`src/rtl/latch_bank_wr_ctrl.sv`:
```
// latch_bank_wr_ctrl: arbitrated setup/open/hold write sequencer for a bank of transparent latches
// Build option LATCH_WR_FIXED_PRIO_EN replaces round-robin with fixed lowest-index priority.
module latch_bank_wr_ctrl #(
   parameter  int NUM_REQ = 4,
   parameter  int DATA_W  = 8,
   parameter  int DEPTH   = 8,
   localparam int ADDR_W  = $clog2(DEPTH)
) (
   input  logic                      clk_i,
   input  logic                      rst_ni,
   input  logic [NUM_REQ-1:0]        req_i,
   input  logic [NUM_REQ*ADDR_W-1:0] addr_i,
   input  logic [NUM_REQ*DATA_W-1:0] data_i,
   output logic [NUM_REQ-1:0]        gnt_o,
   output logic [NUM_REQ-1:0]        done_o,
   output logic                      err_o,
   output logic                      busy_o,
   output logic [DEPTH-1:0]          le_o,
   output logic [DATA_W-1:0]         wdata_o
);
   localparam int IDX_W = $clog2(NUM_REQ);
   typedef enum logic [1:0] {IDLE, SETUP, OPEN, HOLD} state_t;
   state_t              r_state, w_state_nxt;
   logic [IDX_W-1:0]    r_win, w_win, w_win_nxt;
   logic [ADDR_W-1:0]   r_addr, w_addr_nxt;
   logic [NUM_REQ-1:0]  r_gnt, r_done, w_gnt_nxt, w_done_nxt;
   logic                r_err, r_busy, w_err_nxt, w_busy_nxt, w_in_range;
   logic [DEPTH-1:0]    r_le, w_le_nxt;
   logic [DATA_W-1:0]   r_wdata, w_wdata_nxt;
`ifndef LATCH_WR_FIXED_PRIO_EN
   logic [IDX_W-1:0]    r_rr;
   logic                w_hit;
   int                  w_idx;
`endif
   assign w_in_range = int'(r_addr) < DEPTH;
   always_comb begin
      w_win = '0;
`ifdef LATCH_WR_FIXED_PRIO_EN
      for (int k = NUM_REQ - 1; k >= 0; k--)
         if (req_i[IDX_W'(k)]) w_win = IDX_W'(k);
`else
      w_hit = 1'b0;
      w_idx = 0;
      // scan from the round-robin pointer, wrapping past the last requester
      for (int k = 0; k < NUM_REQ; k++) begin
         w_idx = int'(r_rr) + k;
         if (w_idx >= NUM_REQ) w_idx = w_idx - NUM_REQ;
         if (!w_hit && req_i[IDX_W'(w_idx)]) begin
            w_hit = 1'b1;
            w_win = IDX_W'(w_idx);
         end
      end
`endif
   end
   always_comb begin
      w_state_nxt = r_state;
      w_win_nxt   = r_win;
      w_addr_nxt  = r_addr;
      w_wdata_nxt = r_wdata;
      w_gnt_nxt   = '0;
      w_done_nxt  = '0;
      w_err_nxt   = 1'b0;
      w_le_nxt    = '0;
      w_busy_nxt  = 1'b1;
      case (r_state)
         IDLE: begin
            w_busy_nxt = |req_i;
            if (|req_i) begin
               w_state_nxt = SETUP;
               w_win_nxt   = w_win;
               w_addr_nxt  = addr_i[int'(w_win)*ADDR_W +: ADDR_W];
               w_wdata_nxt = data_i[int'(w_win)*DATA_W +: DATA_W];
               w_gnt_nxt   = NUM_REQ'(1) << w_win;
            end
         end
         SETUP: begin
            w_state_nxt = OPEN;
            w_le_nxt    = w_in_range ? DEPTH'(1) << r_addr : '0;
         end
         OPEN: begin
            w_state_nxt = HOLD;
            w_done_nxt  = NUM_REQ'(1) << r_win;
            w_err_nxt   = !w_in_range;
         end
         default: begin
            w_state_nxt = IDLE;
            w_busy_nxt  = 1'b0;
         end
      endcase
   end
   always_ff @(posedge clk_i) begin
      if (!rst_ni) begin
         r_state <= IDLE;
         r_win   <= '0;
         r_addr  <= '0;
         r_wdata <= '0;
         r_gnt   <= '0;
         r_done  <= '0;
         r_err   <= 1'b0;
         r_le    <= '0;
         r_busy  <= 1'b0;
      end else begin
         r_state <= w_state_nxt;
         r_win   <= w_win_nxt;
         r_addr  <= w_addr_nxt;
         r_wdata <= w_wdata_nxt;
         r_gnt   <= w_gnt_nxt;
         r_done  <= w_done_nxt;
         r_err   <= w_err_nxt;
         r_le    <= w_le_nxt;
         r_busy  <= w_busy_nxt;
      end
   end
`ifndef LATCH_WR_FIXED_PRIO_EN
   always_ff @(posedge clk_i) begin
      if (!rst_ni) r_rr <= '0;
      else if (r_state == HOLD) r_rr <= (int'(r_win) == NUM_REQ - 1) ? '0 : r_win + 1'b1;
   end
`endif
   assign gnt_o   = r_gnt;
   assign done_o  = r_done;
   assign err_o   = r_err;
   assign busy_o  = r_busy;
   assign le_o    = r_le;
   assign wdata_o = r_wdata;
endmodule
```
`config.mk`:
```
export PLATFORM = sky130hd
export DESIGN_NAME = latch_bank_wr_ctrl
export DESIGN_NICKNAME = d
export VERILOG_FILES = /design/src/rtl/latch_bank_wr_ctrl.sv
export SDC_FILE = /design/constraint.sdc
export NUM_CORES = 1
export LEC_CHECK = 0
export CAP_MARGIN = 15
export CORE_ASPECT_RATIO = 0.6
export CORE_MARGIN = 4
export CORE_UTILIZATION = 45
export CTS_BUF_LIST = sky130_fd_sc_hd__clkbuf_2
export CTS_CLUSTER_DIAMETER = 100
export DETAILED_ROUTE_END_ITERATION = 6
export DONT_BUFFER_PORTS = 1
export PLACE_DENSITY = 0.67
export SETUP_SLACK_MARGIN = 0.5
export SLEW_MARGIN = 10
export SYNTH_ARGS = -nofsm -noshare
export SYNTH_HDL_FRONTEND = slang
export SYNTH_SLANG_ARGS = --single-unit
```
`constraint.sdc`:
```
create_clock -name clk_i -period 2.06 [get_ports clk_i]
set_input_delay 0.206 -clock clk_i [delete_from_list [all_inputs] [get_ports clk_i]]
set_output_delay 0.206 -clock clk_i [all_outputs]
set_load 0.01 [all_outputs]
```
* Word level (Yosys, flattened, before mapping)
Cells that the tools add are included.
** Word-level totals
- Output and inout port bits :: 26
- Input port bits :: 50
- Register bits :: 34
** Operators by class
- Eq/ne operators :: 5
- Magnitude comparators :: 8
- Shifts and indexed selects :: 5
- Multipliers :: 1
- Add/sub/neg operators :: 8
- Mux-type cells :: 27
- Reductions and logical operators :: 13
** Operators with widths (number)
- indexed part select 32 x 6 -> 8 bit :: 1
- 2-to-1 mux 2 bit :: 10
- less-than comparator 2 x 4 -> 1 bit, second input constant :: 4
- indexed part select 12 x 5 -> 3 bit :: 1
- 2-to-1 mux 1 bit :: 11
- greater-or-equal comparator 3 bit, second input constant :: 3
- binary-select mux 1 bit (select 2 bit) :: 4
- << shifter 1 x 2 -> 4 bit, first input constant :: 2
- << shifter 1 x 3 -> 8 bit, first input constant :: 1
- subtractor 2 x 1 -> 2 bit, second input constant :: 4
- adder 2 x 2 -> 3 bit, second input constant :: 2
- case mux 2 bit (3 select lines) :: 1
- AND reduction 2 bit :: 3
- == test 2 x 1 -> 1 bit, second input constant :: 2
- == test 2 bit, second input constant :: 2
- multiplier 2 x 2 -> 4 bit, second input constant :: 1
- OR reduction 4 bit :: 1
- adder 2 x 1 -> 3 bit, second input constant :: 1
- greater-or-equal comparator 2 x 3 -> 1 bit, second input constant :: 1
- logical AND 1 bit :: 3
- zero test 1 bit :: 3
- AND reduction 3 bit :: 1
- adder 2 x 1 -> 2 bit, second input constant :: 1
- zero test 2 bit :: 1
- other kinds (3) :: 3

* Depth between registers and ports, before layout
- Word-level depth :: 17
- Depth in mapped cells :: 8
- Depth with buffers taken out :: 6

* Least setup slack after synthesis
Ideal clock, no wire load.
- Kind :: reg-to-reg
- Start :: register r_rr[1]
- End :: register r_addr[2]
- Clock period less this slack :: 1.573 ns
- Stages on the path, launching flop included :: 7
- Arrival :: 1.445 ns
- Slack :: 0.487 ns
- Required time :: 1.932 ns
- Cells stage by stage :: dfxtp_1 > mux2i_1 > nor2_1 > a311oi_2 > nand3b_4 > buf_6 > o221ai_2
** Between the ends
- Longest elaborated chain between the ends :: 17
- Elaborated cells on any way between the ends :: 42
- Those cells by class :: add/sub: 7; mul: 1; order compare: 4; shift: 1; mux: 23; reduce/logical: 6
** RTL lines
- from (decl) :: RTL line 31 : logic [IDX_W-1:0] r_rr;
- from (signal assigned) :: RTL line 117 : else if (r_state == HOLD) r_rr <= (int'(r_win) == NUM_REQ - 1) ? '0 : r_win + 1'b1;
- parallel branches: the longest is 14 deep, another holds adder 2 x 1 -> 3 bit
- 2-to-1 mux 2 bit (*) :: RTL line 48 : if (!w_hit && req_i[IDX_W'(w_idx)]) begin
- multiplier 2 x 2 -> 4 bit (*) :: RTL line 71 : w_addr_nxt = addr_i[int'(w_win)*ADDR_W +: ADDR_W];
- indexed part select 12 x 5 -> 3 bit (*) :: RTL line 71
- to (signal assigned) :: RTL line 105 : r_addr <= w_addr_nxt;
- to (decl) :: RTL line 25 : logic [ADDR_W-1:0] r_addr, w_addr_nxt;
Every way passes the cells marked *. The select of a mux whose other input is x is not followed.
A chain may end at the register's enable or synchronous reset.

* Worst setup path in the final report
- Start :: register r_rr[1]
- End :: register r_wdata[7] (netlist: wdata_o[7])
** Between the ends
- Longest elaborated chain between the ends :: 16
- Elaborated cells on any way between the ends :: 41
- Those cells by class :: add/sub: 7; order compare: 4; shift: 1; mux: 23; reduce/logical: 6
** RTL lines
- parallel branches: the longest is 14 deep, another holds adder 2 x 1 -> 3 bit
- 2-to-1 mux 2 bit (*) :: RTL line 48
- indexed part select 32 x 6 -> 8 bit (*) :: RTL line 72 : w_wdata_nxt = data_i[int'(w_win)*DATA_W +: DATA_W];
- to (signal assigned) :: RTL line 106 : r_wdata <= w_wdata_nxt;
- to (decl) :: RTL line 29 : logic [DATA_W-1:0] r_wdata, w_wdata_nxt;
Marked as above.

==> results.ini <==
[power_and_ir_drop]
power.switching_mw = 0.674
ir_drop_uv = 439
power_frac_comb = 0.320
p_clk_frac = 0.174
pwr-share-seq = 0.506
p_per_area_nw_per_um2 = 960
power.leakage_nw = 0.680
sw_frac_of_total = 0.379
p_int_mw = 1.11
fin_total_pwr_mw = 1.78

[floorplanning]
io_pins = 76
design.die.area_sq_um = 4710
die_w_microns = 86.0
start_util = 0.485
dieHeight_microns = 54.8
core-area_sq_um = 3380
row_count = 16

[logic_synthesis]
syn_area_sq_um = 1640
syn_inst = 152
synth_seq_area_share = 0.415
synth.top_cell.area_share = 0.415
async_reset_ff_frac = 0
synth_fp_nets = 208
yosysWarnings = 0
yosysUniqueCellTypes = 33
yosysTopAreaCell = dfxtp_1
synth_ff_type = dfxtp_1
synth_most_common_cell = dfxtp_1
synth_edf_count = 0
yosys_register_bits = 34
synth.area.top_cells = dfxtp_1, mux2i_1, o221ai_2
avgSynthCellArea_sq_um = 10.8
synthTopCellsByCount = dfxtp_1, mux2i_1, nand2_1, nor2_1, o221ai_2

[layout]
instances_no_fill = 209
fillers = 288
antenna_cells = 0
syn_to_final_growth_pct = 13.0
final_area_sq_um = 1850
drive_above_1_share = 0.256
fin_nets = 219

[worst_setup_path]
path_delay_family = compound AO/OA/AOI/OAI gates
required_ns = 2.35
cp_cell_sequence = a21oi_2, o21ai_4, o2bb2a_4, mux2i_1, o221ai_2
arrival_ns = 1.83
slowest_stage = dfxtp_4
reg2reg_depth = 5
crit_fanout = 12
cp-startpoint = r_rr[1]$_SDFFE_PN0N_
crit_type = reg -> reg
path_depth = 5
critPathBufInv = 0
worstSetupEndpointType = register
r2r_start = r_rr[1]$_SDFFE_PN0N_
crit_end = wdata_o[7]$_SDFFE_PN0P_
r2r-end = wdata_o[7]$_SDFFE_PN0P_
r2r_slack_ns = 0.53
cp-start-kind = register
slowest_delay_ns = 0.41

[detailed_routing]
route.detailed.drc = 0
drt_iter0_drc = 51
drtAntennaViolNets = 0
vias_per_cell = 5.80
wl_mm = 4.05
dr.pass1.iters = 4
wire_per_inst_microns = 19.4
vias = 1212

[place]
dp_cells = 189
postPlaceCellArea_sq_um = 1620
routabilityCongestion = 0.696
port_buffers = 0
dpl.hpwl_mm = 2.55

[timing]
slew_violations = 0
fin_setup_tns_ns = 0
worstMarginPinSlew_ns = 0.501
period_share = 0.745
fin_skew_ns = 0.0167
max_freq_mhz = 651
period_minus_slack_ns = 1.53
relSlewSlack = 0.664
final-hold-violation-count = 0
finalSetupViolations = 0
rsz0062_at_grt = no

[cts]
clock_latency_ns = 0.38
clock-root-buffer = clkbuf_2
cts_tree = built
clock_sinks = 34
clk_pin_slew_ns = 0.19
numCtsBuffers = 5
htreeDepth = 2
clock_path_buffers = 2

[global_route]
grt_pass1_vias = 1113
overflow = 0
grt_use_total = 0.162
grt_antenna_before_repair = 0
grt_pass1_wl_mm = 5.55
grt_max_degree = 14

[flow_run]
drv_cap = 0

[hold_path]
worstHoldPathType = in -> reg
worstHoldStart = data_i[30]

[status]
status = complete, no violations

sequential cells by signal, indices dropped and copies added, names as in the netlist:
register and cells:
le_o 8, wdata_o 8, done_o 4, gnt_o 4, r_addr 3, r_rr 2
r_state 2, r_win 2, busy_o 1
kinds of logic after synthesis:
| kind of cell | synth area share |
|---|---|
| other cells | 0.00228 |
| buf+inv | 0.0655 |
| flops | 0.415 |
| compound gates | 0.143 |
| simple gates | 0.165 |
| fa+ha+maj | 0.0457 |
| mux | 0.165 |
cell usage in the layout, fill, tap and decap left out, types with 3 or more instances in the layout:
cell type	synthesis	layout
o2bb2a_4	1	3
dfxtp_1	34	31
nor3_1	3	3
nor2_1	13	13
nand2_1	15	15
inv_1	5	5
clkbuf_2	0	5
buf_4	2	4
nor2b_1	5	4
ha_1	6	5
nand2b_1	3	3
mux2i_1	27	27
o221ai_2	9	9
nor3b_1	3	3
timing repair:
item / in CTS / in global routing
hold buffers: 1 / 1
pin swaps: 3 / 2
buffers inserted: 1 / 3
endpoints found under the setup margin: 14 / 13
resized for setup: 8 / 9
gates cloned: 4 / 2
endpoints found under the hold margin: 11 / 1
layer usage:
metal  up-vias  global-route usage  share of wire
met2        54               0.238           0.47
met1       577               0.205           0.42
met5         -                   0              0
li1        574                   -              -
met4         0              0.0868          0.014
met3         7              0.0647          0.096
cell type report:
class,count,area (sq um),share of cell area
repair buffers,8,66.3,0.0358
multi-input cells,109,985,0.531
well taps,45,56.3,0.0304
clock inverters,3,16.3,0.00877
flip-flops and latches,34,687,0.370
clock buffers,5,25.0,0.0135
inverters,5,18.8,0.0101
power groups by stage:
stage / clock, mW / combinational [mW] / sequential (mW)
2_1_floorplan: 0 / 0.410 / 0.882
3_3_place_gp: 0 / 0.421 / 0.910
3_5_place_dp: 0 / 0.439 / 0.912
4_1_cts: 0.317 / 0.505 / 0.900
5_1_grt: 0.346 / 0.621 / 0.912
6_report: 0.310 / 0.570 / 0.900
through the flow:
stage / setup slack, ns / hold WS (ns) / util
2_1_floorplan: 0.555 / 0.403 / -
3_3_place_gp: 0.346 / 0.338 / 0.478
3_5_place_dp: 0.295 / 0.342 / 0.478
4_1_cts: 0.496 / 0.00445 / 0.519
5_1_grt: 0.495 / 0.00175 / 0.548
6_report: 0.525 / 0.0215 / 0.548
worst min path at each step:
stage                               to  depth (start not counted)
2_1_floorplan  wdata_o[6]$_SDFFE_PN0P_                          2
3_3_place_gp     r_win[1]$_SDFFE_PN0P_                          1
3_5_place_dp     r_win[1]$_SDFFE_PN0P_                          1
4_1_cts        wdata_o[6]$_SDFFE_PN0P_                          2
5_1_grt        wdata_o[6]$_SDFFE_PN0P_                          2
6_report       wdata_o[6]$_SDFFE_PN0P_                          2
Note: power is estimated with default switching activity, not from simulation.
